### config.mk
export PLATFORM = sky130hd
export DESIGN_NAME = bist_signature_analyzer
export DESIGN_NICKNAME = d
export VERILOG_FILES = /design/src/rtl/bist_signature_analyzer.sv
export SDC_FILE = /design/constraint.sdc
export NUM_CORES = 1
export LEC_CHECK = 0
export CAP_MARGIN = 15
export CORE_MARGIN = 2
export CORE_UTILIZATION = 45
export CTS_CLUSTER_DIAMETER = 120
export DETAILED_ROUTE_END_ITERATION = 8
export PLACE_DENSITY = 0.81
export SLEW_MARGIN = 20
export SYNTH_ARGS = -nofsm -noshare
export SYNTH_HDL_FRONTEND = slang
export SYNTH_SLANG_ARGS = --single-unit
### constraint.sdc
create_clock -name clk -period 2.75 [get_ports clk]
set_input_delay 0.55 -clock clk [delete_from_list [all_inputs] [get_ports clk]]
set_output_delay 0.55 -clock clk [all_outputs]
set_load 0.02 [all_outputs]
### src/rtl/bist_signature_analyzer.sv
// Output response analyzer for the LFSR BIST path: compacts PATTERN_COUNT CUT
// response words into a MISR and compares the final signature with a golden
// value to produce a pass/fail verdict.
//
// state | meaning
// IDLE  | waiting for start, signature holds SEED
// RUN   | absorbing valid response words into the MISR
// DONE  | run complete, signature/count/pass frozen until start or rst
module bist_signature_analyzer #(
  parameter int                 WIDTH         = 4,
  parameter logic [WIDTH-1:0]   TAPS          = WIDTH'(4'b0011),
  parameter logic [WIDTH-1:0]   SEED          = '0,
  parameter int                 PATTERN_COUNT = 15,
  localparam int                CW            = $clog2(PATTERN_COUNT + 1)
) (
  input  logic             clk,
  input  logic             rst,
  input  logic             start,
  input  logic             resp_valid,
  input  logic [WIDTH-1:0] resp,
  input  logic [WIDTH-1:0] golden,
  output logic             busy,
  output logic             done,
  output logic             pass,
  output logic [WIDTH-1:0] signature,
  output logic [CW-1:0]    count
);

  typedef enum logic [1:0] {
    IDLE = 2'd0,
    RUN  = 2'd1,
    DONE = 2'd2
  } state_t;

  localparam logic [CW-1:0] LAST_CNT = CW'(PATTERN_COUNT - 1);

  state_t           state_q, state_d;
  logic [WIDTH-1:0] sig_q, sig_d;
  logic [CW-1:0]    cnt_q, cnt_d;
  logic             pass_q, pass_d;
  logic             busy_q, busy_d;
  logic             done_q, done_d;
  logic [WIDTH-1:0] misr_next;

  // MISR step: shift up, fold the MSB back through TAPS, XOR in the response.
  always_comb begin
    misr_next = '0;
    for (int i = 0; i < WIDTH; i++) begin
      if (i == 0) begin
        misr_next[i] = resp[i] ^ (TAPS[i] & sig_q[WIDTH-1]);
      end else begin
        misr_next[i] = resp[i] ^ sig_q[i-1] ^ (TAPS[i] & sig_q[WIDTH-1]);
      end
    end
  end

  // Next-state and next-output logic; busy/done are registered from the next state.
  always_comb begin
    state_d = state_q;
    sig_d   = sig_q;
    cnt_d   = cnt_q;
    pass_d  = pass_q;
    unique case (state_q)
      IDLE: begin
        if (start) begin
          state_d = RUN;
          sig_d   = SEED;
          cnt_d   = '0;
          pass_d  = 1'b0;
        end
      end
      RUN: begin
        if (resp_valid) begin
          sig_d = misr_next;
          cnt_d = cnt_q + CW'(1);
          if (cnt_q == LAST_CNT) begin
            state_d = DONE;
            pass_d  = (misr_next == golden);
          end
        end
      end
      DONE: begin
        if (start) begin
          state_d = RUN;
          sig_d   = SEED;
          cnt_d   = '0;
          pass_d  = 1'b0;
        end
      end
      default: begin
        state_d = IDLE;
        sig_d   = SEED;
        cnt_d   = '0;
        pass_d  = 1'b0;
      end
    endcase
    busy_d = (state_d == RUN);
    done_d = (state_d == DONE);
  end

  // State and output registers with synchronous reset.
  always_ff @(posedge clk) begin
    if (rst) begin
      state_q <= IDLE;
      sig_q   <= SEED;
      cnt_q   <= '0;
      pass_q  <= 1'b0;
      busy_q  <= 1'b0;
      done_q  <= 1'b0;
    end else begin
      state_q <= state_d;
      sig_q   <= sig_d;
      cnt_q   <= cnt_d;
      pass_q  <= pass_d;
      busy_q  <= busy_d;
      done_q  <= done_d;
    end
  end

  assign busy      = busy_q;
  assign done      = done_q;
  assign pass      = pass_q;
  assign signature = sig_q;
  assign count     = cnt_q;

endmodule

==> flow_summary_export.csv, run 1 <==
group,metric,value,unit
place,port-buffer-count,22,
drt,viasPerCell,4.96,
synth,avgSynthCellArea,8.85,um2
synth,seq_area_frac_synth,40.9,%
worst_setup_path,start_kind,"flop",
sta,finalSetupViolCount,0,
sta,post-route-period-util,68.1,%
clock_network,clock_latency,270,ps
drt,highest-signal-layer,"met4",
synth,ys_seq_elements,13,
run,cap_violations,0,
cells_and_area,postLayoutCellArea,891,um2
drt,wl_met3,60,um
cells_and_area,fin_nets,111,
sta,fin_worst_skew,2.34,ps
cells_and_area,area_delta_synth_final,39.9,%
drt,wl_met2,546,um
place,gp_congestion,0.791,
floorplanning,start_util,48.3,%
drt,wirelength,1.21,mm
clock_network,clock-sinks,13,
clock_network,h-tree-depth,1,
place,dp_cells,107,
worst_setup_path,cp_cell_sequence,"clkdlybuf4s50_1",
sta,worst_slack,876,ps
sta,hold_ws,508,ps
grt,grt_max_degree,15,
worst_setup_path,required,2200,ps
place,place_area,865,um2
sta,rsz0062_at_grt,"no",
grt,grt_first_pass_wirelength,2.05,mm
grt,grt.total_usage,15.6,%
worst_setup_path,critical_path_class,"flop to output pin",
clock_network,cts.path.max_buffers,2,
drt,drt-initial-drc-count,6,
drt,wl_per_cell,10.9,um
grt,grt_pass1_vias,493,
synth,yosysWarningCount,0,
power,power,386,uW
worst_setup_path,slowest_delay,640,ps
synth,synth_nets,86,
worst_setup_path,worstPathMaxFanout,5,
clock_network,cts_hold_buf,0,
clock_network,cts_resized,0,
worst_setup_path,crit_arrival,1320,ps
sta,slew_viol_final,0,
floorplanning,fp.dieH,41.6,um
drt,wl_met1,594,um
sta,clock.fmax,0.534,GHz
worst_setup_path,cpLargestDelayFamily,"buffers and inverters",
sta,hold_viol,0,
power,power_density,433,nW/um2
cells_and_area,final_layout_size_suffix_gt1_share,6.25,%
place,pre_cts_ws,701,ps
drt,drc_errors,0,
floorplanning,dieWidth,41.6,um
worst_setup_path,end_kind,"output pin",
cells_and_area,stdcell_count,111,
synth,yosys.cell_types.count,26,
floorplanning,die-area,1730,um2
cells_and_area,diodes,0,
synth,yosys.area.top_type,"dfxtp_1",
cells_and_area,final_core_util,67.6,%
synth,netlist.area_leader.share,40.9,%
clock_network,cts_tree,"built",
clock_network,post-cts-setup-buffers,0,
power,peakVddDrop,318,uV
drt,vias,551,
synth,syn-cell-area,637,um2
sta,relSlewSlack,71.0,%
clock_network,clkTransAtPathRegs,70,ps
outcome,status,"completed",
clock_network,cts_buffers,3,
floorplanning,core-area,1320,um2
floorplanning,rows,13,
worst_setup_path,cp_num_buf_inv,1,
sta,finalSetupTns,0,ps
synth,syn_inst,72,
sta,tightest_slew,434,ps
drt,ant_nets,0,
power,p_leak,0.329,nW
sta,min_period,1870,ps
floorplanning,ios,23,
synth,synth_area_leaders,"dfxtp_1 (41%), xnor2_1 (8.3%), nor2_1 (7.7%), a21oi_1 (6.3%), xor2_1 (5.5%)",
grt,overflow,0,
clock_network,cts-root-buf,"clkbuf_4",
drt,detail_route.first_pass.iterations,4,
grt,antenna_found_initial,0,
worst_setup_path,worst_path_max_delay_cell,"clkdlybuf4s50_1",
worst_hold_path,hold_class,"flop to flop",
[synthesized netlist by cell type]
| cell | n |
|---|---|
| and3_1 | 1 |
| clkbuf_1 | 1 |
| o221ai_1 | 1 |
| xor2_1 | 4 |
| nor2b_1 | 2 |
| a2bb2oi_1 | 1 |
| nand3b_1 | 1 |
| o31ai_1 | 1 |
| nor2_1 | 13 |
| ha_1 | 2 |
| and3b_1 | 1 |
| a2111oi_0 | 1 |
| nand2_1 | 4 |
| o22ai_2 | 1 |
| nand2b_2 | 1 |
| dfxtp_1 | 13 |
| a21oi_1 | 8 |
| inv_1 | 1 |
| buf_4 | 1 |
| a211o_1 | 1 |
| or3b_2 | 1 |
| xnor2_1 | 6 |
| or3_1 | 2 |
| mux2i_1 | 1 |
| o21ai_0 | 2 |
| nand3_1 | 1 |
[cell families (layout without fill, tap and decap cells)]
family | Yosys count | after routing | synth area share [%]
AO/OA/AOI/OAI | 16 | 16 | 16.5
adder cells (fa/ha/maj) | 2 | 2 | 3.93
multiplexers | 1 | 1 | 1.57
buffers and inverters | 3 | 27 | 2.36
AND/OR/NAND/NOR | 27 | 27 | 21.0
flip-flops | 13 | 13 | 40.9
XOR/XNOR | 10 | 10 | 13.8
[report_power, final]
group | internal (mW) | total (mW) | switching, mW
Clock | 0.0563 | 0.113 | 0.0571
Combinational | 0.0388 | 0.0723 | 0.0335
Sequential | 0.194 | 0.200 | 0.00660
Total | 0.289 | 0.386 | 0.0972
[routing by layer]
| layer | GRT usage [%] | up-vias |
|---|---|---|
| met2 | 24.1 | 12 |
| met1 | 19.0 | 240 |
| li1 | - | 297 |
| met3 | 8.26 | 2 |
| met4 | 3.87 | 0 |
| met5 | 0 | - |
[placed cells by master, fill, tap and decap left out, types with 2 or more instances in the layout]
cell type | synthesis | routed
clkdlybuf4s50_1 | 0 | 22
nor2_1 | 13 | 13
dfxtp_1 | 13 | 13
a21oi_1 | 8 | 8
xnor2_1 | 6 | 6
nand2_1 | 4 | 4
xor2_1 | 4 | 4
clkbuf_4 | 0 | 3
o21ai_0 | 2 | 2
or3_1 | 2 | 2
nor2b_1 | 2 | 2
ha_1 | 2 | 2
[state kept, by name, summed over array words and instances, names as in the netlist]
signal and count:
done 1, state_q 2, pass 1, busy 1, signature 4, count 4
[area by class of cell]
cell class,count,area [um2]
Inverter,1,3.75
Fill cell,115,427
Timing Repair Buffer,22,220
Multi-Input combinational cell,56,362
Sequential cell,13,260
Clock buffer,4,26.3
Tap cell,15,18.8
[worst reg2reg max path, cell delays in order (launching register included)]
cell and delay (ps):
dfxtp_1 410, ha_1 160, and3_1 200, nand2_1 90, or3_1 340, o31ai_1 230
[final timing paths]
| path | from | to | slack, ps | cells past startpoint |
|---|---|---|---|---|
| max reg2reg | count[1] | pass | 1230 | 5 |
| min | count[3] | count[3] | 510 | 2 |
| max | count[1] | count[1] | 880 | 1 |
| min reg2reg | count[3] | count[3] | 510 | 2 |
No activity file was read; power rests on OpenSTA's default activity.
==> inputs of run 2 (changes only) <==
--- a/config.mk
+++ b/config.mk
@@ -6,11 +6,12 @@
 export NUM_CORES = 1
 export LEC_CHECK = 0
 export CAP_MARGIN = 15
+export CORE_ASPECT_RATIO = 1.2
 export CORE_MARGIN = 2
-export CORE_UTILIZATION = 45
+export CORE_UTILIZATION = 38
 export CTS_CLUSTER_DIAMETER = 120
 export DETAILED_ROUTE_END_ITERATION = 8
-export PLACE_DENSITY = 0.81
+export PLACE_DENSITY = 0.73
 export SLEW_MARGIN = 20
 export SYNTH_ARGS = -nofsm -noshare
 export SYNTH_HDL_FRONTEND = slang
==> constraint.sdc (replaced) <==
create_clock -name clk -period 1.55 [get_ports clk]
set_input_delay 0.31 -clock clk [delete_from_list [all_inputs] [get_ports clk]]
set_output_delay 0.31 -clock clk [all_outputs]
set_load 0.02 [all_outputs]
==> run 2 against run 1 <==
Net effect: critical path depth did not move; wire length up 11%; critical endpoint is now done; count of clock-buffer cells in the layout stayed put; first-iteration DRC count is 33% lower; clock skew decreased by 0.73 ps; largest cell class unchanged; sequential share of layout area shrank 1.9 points; final cell count increased by 11%.
==> flow_summary_export.csv, run 2 (synthesis results as in run 1) <==
group,metric,value,unit
outcome,status,"completed",
cells_and_area,fill_cells,170,
sta,worst_slack,63.6,ps
sta,tightest_slew,314,ps
worst_setup_path,end_kind,"output pin",
place,gp_congestion,0.742,
floorplanning,core-area,1600,um2
clock_network,clock-sinks,13,
cells_and_area,final_layout_size_suffix_gt1_share,15.2,%
sta,relSlewSlack,78.5,%
clock_network,cts_tree,"built",
floorplanning,ios,23,
drt,drt-initial-drc-count,4,
drt,ant_nets,0,
grt,grt_max_degree,14,
worst_setup_path,slowest_delay,590,ps
drt,viasPerCell,4.88,
drt,drc_errors,0,
floorplanning,start_util,39.8,%
sta,finalSetupTns,0,ps
floorplanning,die-area,2020,um2
drt,wl_met3,64,um
sta,finalSetupViolCount,0,
grt,grt_pass1_vias,565,
worst_setup_path,start_kind,"flop",
grt,grt_first_pass_wirelength,2.32,mm
drt,wl_per_cell,10.9,um
worst_setup_path,cp_num_buf_inv,1,
place,dp_hpwl,1.06,mm
cells_and_area,final_core_util,59.8,%
cells_and_area,final_common_cell,"nor2_1",
clock_network,h-tree-depth,1,
sta,min_period,1490,ps
drt,wirelength,1.35,mm
grt,overflow,0,
drt,vias,600,
power,power_density,743,nW/um2
drt,wl_met2,642,um
cells_and_area,fin_nets,120,
drt,wl_met1,594,um
cells_and_area,final_cell_mix,"nor2_1 (13), dfxtp_1 (12), clkdlybuf4s50_1 (12)",
sta,clock.fmax,0.673,GHz
worst_setup_path,cpLargestDelayFamily,"buffers and inverters",
clock_network,cts_hold_buf,0,
cells_and_area,diodes,0,
drt,highest-signal-layer,"met4",
sta,hold_viol,0,
place,pre_cts_ws,-144,ps
sta,post-route-period-util,95.9,%
place,port-buffer-count,22,
clock_network,cts-root-buf,"clkbuf_4",
floorplanning,rows,16,
place,dp_cells,119,
worst_setup_path,crit_arrival,1180,ps
grt,antenna_found_initial,0,
drt,detail_route.first_pass.iterations,3,
clock_network,clkTransAtPathRegs,80,ps
place,place_area,936,um2
worst_setup_path,worstPathMaxFanout,1,
worst_setup_path,worst_path_max_delay_cell,"clkdlybuf4s50_1",
worst_setup_path,critical_path_class,"flop to output pin",
worst_setup_path,required,1240,ps
cells_and_area,postLayoutCellArea,958,um2
sta,fin_worst_skew,1.61,ps
grt,grt.total_usage,17.2,%
floorplanning,fp.dieH,48.8,um
worst_hold_path,hold_class,"flop to flop",
sta,slew_viol_final,0,
power,peakVddDrop,426,uV
clock_network,cts_buffers,3,
sta,rsz0062_at_grt,"no",
clock_network,post-cts-setup-buffers,0,
cells_and_area,area_delta_synth_final,50.5,%
power,p_leak,0.443,nW
run,cap_violations,0,
clock_network,cts.path.max_buffers,2,
clock_network,clock_latency,280,ps
floorplanning,dieWidth,41.4,um
cells_and_area,stdcell_count,123,
worst_setup_path,cp_cell_sequence,"clkdlybuf4s50_1",
==> run 2: what timing repair did <==
item                                    CTS  global route
endpoints found under the setup margin    8             3
hold endpoints to repair                  0             0
gates resized for setup                   8             3
==> run 2: metrics by stage <==
step / hold slack [ps] / power (mW)
6_report: 508 / 0.712
3_5_place_dp: 504 / 0.513
2_1_floorplan: 402 / 0.436
5_1_grt: 550 / 0.750
3_3_place_gp: 483 / 0.512
4_1_cts: 513 / 0.721
==> run 2: layer usage <==
metal / track usage (%) / up-vias
met2: 24.5 / 18
met3: 4.11 / 5
met5: 0 / -
met4: 11.3 / 0
met1: 22.0 / 261
li1: - / 316
==> run 2: worst paths after layout <==
check / slack [ps] / endpoint / startpoint / cells after the start
max reg2reg: 120 / pass / count[0] / 6
max: 60 / done / done / 1
min: 510 / count[3] / count[3] / 2
min reg2reg: 510 / count[3] / count[3] / 2
==> run 2: final cells by class <==
cell class	instances	area [um2]	area share (%)
Multi-Input combinational cell	56	362	37.7
Sequential cell	13	262	27.3
Tap cell	18	22.5	2.35
Inverter	1	3.75	0.392
Clock buffer	4	26.3	2.74
Timing Repair Buffer	31	283	29.5
==> run 2: power by group <==
part	switching [mW]	total (mW)	internal, mW
clock	0.113	0.213	0.0999
combinational	0.0651	0.146	0.0810
sequential	0.00870	0.352	0.343
total	0.187	0.712	0.524
==> inputs of run 3 (changes only) <==
--- a/config.mk
+++ b/config.mk
@@ -8,10 +8,11 @@
 export CAP_MARGIN = 15
 export CORE_ASPECT_RATIO = 1.2
 export CORE_MARGIN = 2
-export CORE_UTILIZATION = 38
+export CORE_UTILIZATION = 40
+export CTS_BUF_LIST = sky130_fd_sc_hd__clkbuf_2 sky130_fd_sc_hd__clkbuf_4 sky130_fd_sc_hd__clkbuf_8
 export CTS_CLUSTER_DIAMETER = 120
 export DETAILED_ROUTE_END_ITERATION = 8
-export PLACE_DENSITY = 0.73
+export PLACE_DENSITY = 0.76
 export SLEW_MARGIN = 20
 export SYNTH_ARGS = -nofsm -noshare
 export SYNTH_HDL_FRONTEND = slang
==> run 3 against run 2 <==
Net effect: global-route usage shrank 0.33 points; largest cell class unchanged; setup slack worse by 0.82 ps; sequential cell count did not move; critical path depth stayed put; critical endpoint is now busy; die area shrank 4.6%; final area down 0.39%.
==> flow_summary_export.csv, run 3 (synthesis results as in run 1) <==
group,metric,value,unit
power,peakVddDrop,515,uV
floorplanning,ios,23,
grt,grt_max_degree,14,
clock_network,clkTransAtPathRegs,80,ps
grt,antenna_found_initial,0,
place,pre_cts_ws,-183,ps
worst_setup_path,required,1240,ps
clock_network,clock-sinks,13,
drt,vias,604,
place,dp_hpwl,1.06,mm
clock_network,cts_tree,"built",
sta,post-route-period-util,95.9,%
worst_setup_path,start_kind,"flop",
clock_network,clock_latency,270,ps
worst_setup_path,cp_cell_sequence,"clkdlybuf4s50_1",
drt,detail_route.first_pass.iterations,4,
worst_setup_path,end_kind,"output pin",
worst_setup_path,worstPathMaxFanout,1,
floorplanning,start_util,43.5,%
run,cap_violations,0,
clock_network,h-tree-depth,1,
clock_network,cts.path.max_buffers,2,
sta,finalSetupTns,0,ps
grt,overflow,0,
cells_and_area,final_layout_size_suffix_gt1_share,15.4,%
floorplanning,core-area,1460,um2
cells_and_area,fin_nets,119,
place,gp_congestion,0.720,
clock_network,cts-root-buf,"clkbuf_4",
place,port-buffer-count,22,
power,p_leak,0.426,nW
sta,worst_slack,62.8,ps
worst_setup_path,critical_path_class,"flop to output pin",
grt,grt_pass1_vias,532,
sta,rsz0062_at_grt,"no",
sta,tightest_slew,345,ps
clock_network,post-cts-setup-buffers,0,
worst_hold_path,hold_class,"flop to flop",
drt,drt-initial-drc-count,15,
cells_and_area,area_delta_synth_final,49.9,%
drt,wl_per_cell,11.3,um
sta,hold_viol,0,
floorplanning,die-area,1930,um2
sta,fin_worst_skew,4.47,ps
worst_setup_path,cpLargestDelayFamily,"buffers and inverters",
sta,min_period,1490,ps
drt,viasPerCell,4.99,
worst_setup_path,crit_arrival,1180,ps
sta,clock.fmax,0.672,GHz
clock_network,cts_buffers,3,
sta,finalSetupViolCount,0,
power,power_density,758,nW/um2
clock_network,cts_hold_buf,0,
worst_setup_path,worst_path_max_delay_cell,"clkdlybuf4s50_1",
grt,grt.total_usage,16.9,%
sta,relSlewSlack,76.4,%
sta,slew_viol_final,0,
worst_setup_path,slowest_delay,590,ps
outcome,status,"completed",
grt,grt_first_pass_wirelength,2.10,mm
worst_setup_path,cp_num_buf_inv,1,
drt,drc_errors,0,
cells_and_area,final_core_util,65.2,%
cells_and_area,final_cell_mix,"nor2_1 (13), dfxtp_1 (13), clkdlybuf4s50_1 (13)",
drt,ant_nets,0,
drt,wirelength,1.37,mm
cells_and_area,stdcell_count,121,
floorplanning,dieWidth,40.4,um
cells_and_area,diodes,0,
place,dp_cells,117,
floorplanning,fp.dieH,47.7,um
floorplanning,rows,15,
run 3: layout make-up:
cell class	instances	area, um2
clock buffer	4	30.0
tap	17	21.3
timing repair buffer	30	273
sequential	13	260
inverter	1	3.75
fill	127	509
multi-input combinational	56	367
run 3: path summary, 6_finish.rpt:
| check | from | endpoint | slack (ps) | depth (start not counted) |
|---|---|---|---|---|
| worst max-delay path | busy | busy | 60 | 1 |
| worst min-delay path | count[3] | count[3] | 500 | 2 |
| worst max register to register | count[0] | pass | 100 | 6 |
| worst min register to register | count[3] | count[3] | 500 | 2 |
run 3: what timing repair did:
action,4_1_cts,5_1_grt
gates resized for setup,8,2
endpoints found under the setup margin,8,2
pin swaps,0,0
run 3: power by group:
part	internal (mW)	leakage (nW)	switching [mW]
Sequential	0.343	0.106	0.00772
Clock	0.117	0.0184	0.108
Combinational	0.0789	0.302	0.0679
Total	0.540	0.426	0.184
run 3: stage by stage:
stage	area, um2	total power [mW]	hold WS [ps]
after global placement	927	0.510	486
after floorplan	637	0.436	402
final	955	0.723	497
after detailed placement	927	0.510	496
after global routing	955	0.771	538
after CTS	947	0.734	505
run 3: layer usage:
| layer | GRT usage (%) | up-vias | routed length, um |
|---|---|---|---|
| met5 | 0 | - | 0 |
| met4 | 12.0 | 0 | 24 |
| met3 | 2.79 | 4 | 86 |
| met2 | 28.3 | 21 | 666 |
| met1 | 18.9 | 266 | 595 |
| li1 | - | 313 | - |
run 3: worst register-to-register path: stages, from the launching register on:
cell and delay (ps):
dfxtp_1 310, inv_1 70, ha_1 150, and3_4 200, nand2_1 70, or3_1 340, o31ai_1 240
==> RTL edit 1, RTL diff (flow settings as in run 3) <==
Make the reset (`rst`) asynchronous in one clocked block. Comments in the files are not updated.
--- a/src/rtl/bist_signature_analyzer.sv
+++ b/src/rtl/bist_signature_analyzer.sv
@@ -99,7 +99,7 @@
   end
 
   // State and output registers with synchronous reset.
-  always_ff @(posedge clk) begin
+  always_ff @(posedge clk or posedge rst) begin
     if (rst) begin
       state_q <= IDLE;
       sig_q   <= SEED;
Function: differs if rst is asserted again (counterexample within 4 cycles, from zero or initial values and one cycle with rst high); with rst held inactive, the same outputs for 10 cycles.
==> RTL edit 1 against run 3 <==
- sequential cell count unchanged
- setup slack better by 50 ps
- area after synthesis up 5.9%
- largest cell class is now flip-flops and latches
- highest routed layer unchanged
- routed wire length up 10%
- worst hold slack worse by 170 ps
- cell area up 0.52%
Power is not compared: it rests on default switching activity, and its combinational part moved more than twofold at a synthesized area within 25%.
==> RTL edit 1: results <==
[place]
io_buffers = 22
dp_hpwl_um = 1219
dpl_worst_slack_ps = -185.0
place.gp.congestion = 0.6915
dpl.cell_count = 106

[cts]
h-tree-depth = 1
clockRootBuffer = clkbuf_4
cts_buffers = 3
clockBufferDepth = 2
cts_setup_buffers = 0
clk_latency_ps = 280
clkTransAtPathRegs_ps = 90

[setup_path]
path_max_fanout = 6
rr_worst_depth = 6
reg2reg_slack_ps = 110
rr_startpoint = count[0]$_DFFE_PP0P_
r2r-end = pass$_DFFE_PP0P_
worstPathArrival_ps = 1640

[routing]
drt-initial-drc-count = 10
wire_per_inst_um = 13.73
num_vias = 572
avgViaCountPerCell = 5.200
first_pass_iters = 5

[power_and_ir_drop]
vdd_drop_max_v = 0.0008440
power_leakage_nw = 0.4608

[yosys]
synth_common_cells = dfrtp_1, o21ai_0, nand2_1, xnor2_1
syn_nets = 77
synth-seq-area-share_pct = 48.24
async_flop_share_pct = 100.0
synth_cell_types = 22
ys_warn_count = 0
syn_area_per_cell_sq_um = 10.70
synth.area.top_cells = dfrtp_1, o21ai_0, xnor2_1

[global_routing]
grtUsageTotal_pct = 16.89
antenna_found_initial = 0
grt_pass1_wl_um = 2580
grt_max_degree = 14
grt_pass1_vias = 584

[sta]
worst-slew-pin-transition_ps = 485.4
fin_skew_ps = 8.781
hold_slack_ps = 332.0

[finish]
fill_cells = 154
drive_gt1_share_pct = 14.13
antenna_cells = 0

[worst_hold_path]
hold_class = input pin to asynchronous set/reset pin

[status]
outcome = completed
[RTL edit 1: cell count changes after synthesis, sizes merged, moves of 2 or more]
| cell | run 3 | this run |
|---|---|---|
| a21oi | 8 | 1 |
| a31o | 0 | 2 |
| a32o | 0 | 2 |
| dfrtp | 0 | 13 |
| dfxtp | 13 | 0 |
| inv | 1 | 4 |
| nor2 | 13 | 3 |
| nor2b | 2 | 0 |
| o21ai | 2 | 9 |
| o22ai | 1 | 3 |
[RTL edit 1: cell families (layout without fill, tap and decap cells)]
kind of cell,count (synthesis),count (layout),synth area share [%]
xor+xnor,9,9,11.69
fa+ha+maj,2,2,3.710
flops,13,13,48.24
compound gates,18,18,19.11
simple gates,16,16,13.36
buf+inv,5,34,3.895
[RTL edit 1: metrics by stage]
stage,area (sq um),TNS (ps),utilization (%)
2_1_floorplan,674.4,0,-
3_3_place_gp,935.9,-207.5,58.44
3_5_place_dp,935.9,-410.3,58.44
4_1_cts,954.7,0,59.61
5_1_grt,959.7,0,59.92
6_report,959.7,0,59.92
[RTL edit 1: routing by layer]
layer	routed length [um]	vias up	part of all wire [%]	GRT usage (%)
met4	40	0	2.6	9.677
met3	85	6	5.6	3.704
li1	-	280	-	-
met5	0	-	0	0
met2	802	21	53	29.95
met1	582	265	39	18.01
[RTL edit 1: worst max-delay path by stage]
stage | cells after the start | from | slack, ps | to
2_1_floorplan | 5 | count[0]$_DFFE_PP0P_ | 100 | done$_DFF_PP0_
3_3_place_gp | 4 | resp_valid | -90 | count[3]$_DFFE_PP0P_
3_5_place_dp | 5 | resp_valid | -180 | pass$_DFFE_PP0P_
4_1_cts | 1 | busy$_DFF_PP0_ | 20 | busy
5_1_grt | 4 | state_q[0]$_DFF_PP0_ | 40 | count[3]$_DFFE_PP0P_
6_report | 6 | count[0]$_DFFE_PP0P_ | 110 | pass$_DFFE_PP0P_
[RTL edit 1: layout make-up]
cell class                      count  share of cell area (%)
Multi-Input combinational cell     45                   33.64
Clock buffer                        4                   3.129
Tap cell                           18                   2.347
Inverter                            4                   1.565
Timing Repair Buffer               26                   25.42
Sequential cell                    13                   33.90
[RTL edit 1: power breakdown]
part	total, mW	leakage (nW)	internal [mW]	switching (mW)
clock network	0.236	0.0184	0.117	0.118
registers	0.561	0.161	0.446	0.115
logic	0.700	0.281	0.328	0.371
[RTL edit 1: timing repair]
action / CTS / global route
gates cloned: 0 / 0
endpoints found under the setup margin: 9 / 3
resized for setup: 9 / 3
[RTL edit 1: worst max-delay path: stages (launching register included)]
cell and delay [ps]:
dfrtp_1 440, inv_1 80, ha_1 140, and4_1 250, and2_1 200, nand4_1 100, o21ai_1 160
==> RTL edit 2, RTL diff (flow settings as in run 3) <==
Without the edit above. The parameter `PATTERN_COUNT` goes from 15 to 30.
--- a/src/rtl/bist_signature_analyzer.sv
+++ b/src/rtl/bist_signature_analyzer.sv
@@ -10,7 +10,7 @@
   parameter int                 WIDTH         = 4,
   parameter logic [WIDTH-1:0]   TAPS          = WIDTH'(4'b0011),
   parameter logic [WIDTH-1:0]   SEED          = '0,
-  parameter int                 PATTERN_COUNT = 15,
+  parameter int                 PATTERN_COUNT = 30,
   localparam int                CW            = $clog2(PATTERN_COUNT + 1)
 ) (
   input  logic             clk,
Ports: changed (resized count); port bits go from 23 to 24. The function was not compared with the original's and may differ.
==> RTL edit 2 against run 3 <==
- critical path depth unchanged
- sequential cell count up 1
- synthesized cell count up 5.6%
- via count up 7.9%
- highest routed layer is now met3
- fmax down 0.60%
- die area up 6.4%
- area after synthesis up 7.1%
- total power up 9.3%
- routed wire length up 0.15%
- setup slack worse by 9.0 ps
- non-clock buffer count unchanged
- critical path type unchanged
- core utilization down 2.9 points
- cell area up 5.9%
==> RTL edit 2: results <==
[place]
dpl_cell_area_sq_um = 983.4
dpl.cell_count = 123
dpl_worst_slack_ps = -107.7
place.gp.congestion = 0.7630
io_buffers = 23
dp_hpwl_um = 1089

[setup_path]
reg2reg_slack_ps = 250
critPathTopFamily = buffers and inverters
path_max_fanout = 1
cp_slowest_stage_delay_ps = 590
rr_startpoint = count[1]$_SDFFE_PP0P_

[power_and_ir_drop]
combinationalPowerShare_pct = 18.5
power_leakage_nw = 0.4569
seq_cell_power_mw = 0.379
pg_comb_mw = 0.146
netSwitchingFraction_pct = 25.20
vdd_drop_max_v = 0.0005938

[global_routing]
grt_pass1_vias = 558
grtUsageTotal_pct = 14.21
grt_pass1_wl_um = 2304
grt_max_degree = 9

[finish]
multi_input_gates = 60
drive_gt1_share_pct = 11.93
fill_cells = 144
final-nonclk-buf-share_pct = 27.10
clkCellAreaFrac_pct = 3.589
fin_area_sq_mm = 0.001011
seq_share_pct = 27.72
multi_input_comb_area_sq_um = 394.1
nonClockInverterCount = 1

[status]
outcome = completed

[routing]
wl_um = 1374
num_vias = 652
drt-initial-drc-count = 11
wire_per_inst_um = 10.82

[yosys]
synth_cell_types = 28
synth_xor_area_share_pct = 14.13
yosys_register_bits = 14
synth.area.top_cells = dfxtp_1, nor2_1, xor2_1
syn_area_per_cell_sq_um = 8.972
synth_common_cells = nor2_1, dfxtp_1, xor2_1
synth_compound_area_share_pct = 16.88
syn_nets = 90
synthAdderAreaFrac_pct = 3.670
synth-seq-area-share_pct = 41.10
synth_mux_area_share_pct = 0

[sta]
worst-slew-pin-transition_ps = 276.4
hold_slack_ps = 497.5
fin_skew_ps = 5.362
period_needed_ps = 1496

[floorplanning]
taps = 18

[worst_hold_path]
min_to = signature[2]$_SDFFE_PP0P_
worstHoldStart = signature[2]$_SDFFE_PP0P_
-- RTL edit 2: per-layer routing --
| layer | vias to the layer above | global-route usage (%) | wire (um) |
|---|---|---|---|
| li1 | 333 | - | - |
| met1 | 306 | 18.59 | 629 |
| met2 | 13 | 22.14 | 691 |
| met3 | 0 | 2.963 | 52 |
| met4 | 0 | 6.452 | 0 |
| met5 | - | 0 | 0 |
-- RTL edit 2: logic make-up (layout without fill, tap and decap cells) --
logic type,Yosys count,after routing
buffers and inverters,2,35
XOR/XNOR,11,11
AO/OA/AOI/OAI,16,16
flip-flops,14,14
AND/OR/NAND/NOR,31,31
adder cells (fa/ha/maj),2,2
-- RTL edit 2: worst register-to-register path, delay by kind of cell, from the launching register on --
family	cells	cell delay, ps
DFF	1	400
AOI/OAI and AO/OA	3	400
adders and majority gates	1	180
and+or+nand+nor	1	170
buffers and inverters	1	60
-- RTL edit 2: repair_timing --
action                     4_1_cts  5_1_grt
setup endpoints to repair        9        1
resized for setup                9        1
buffers inserted                 0        0
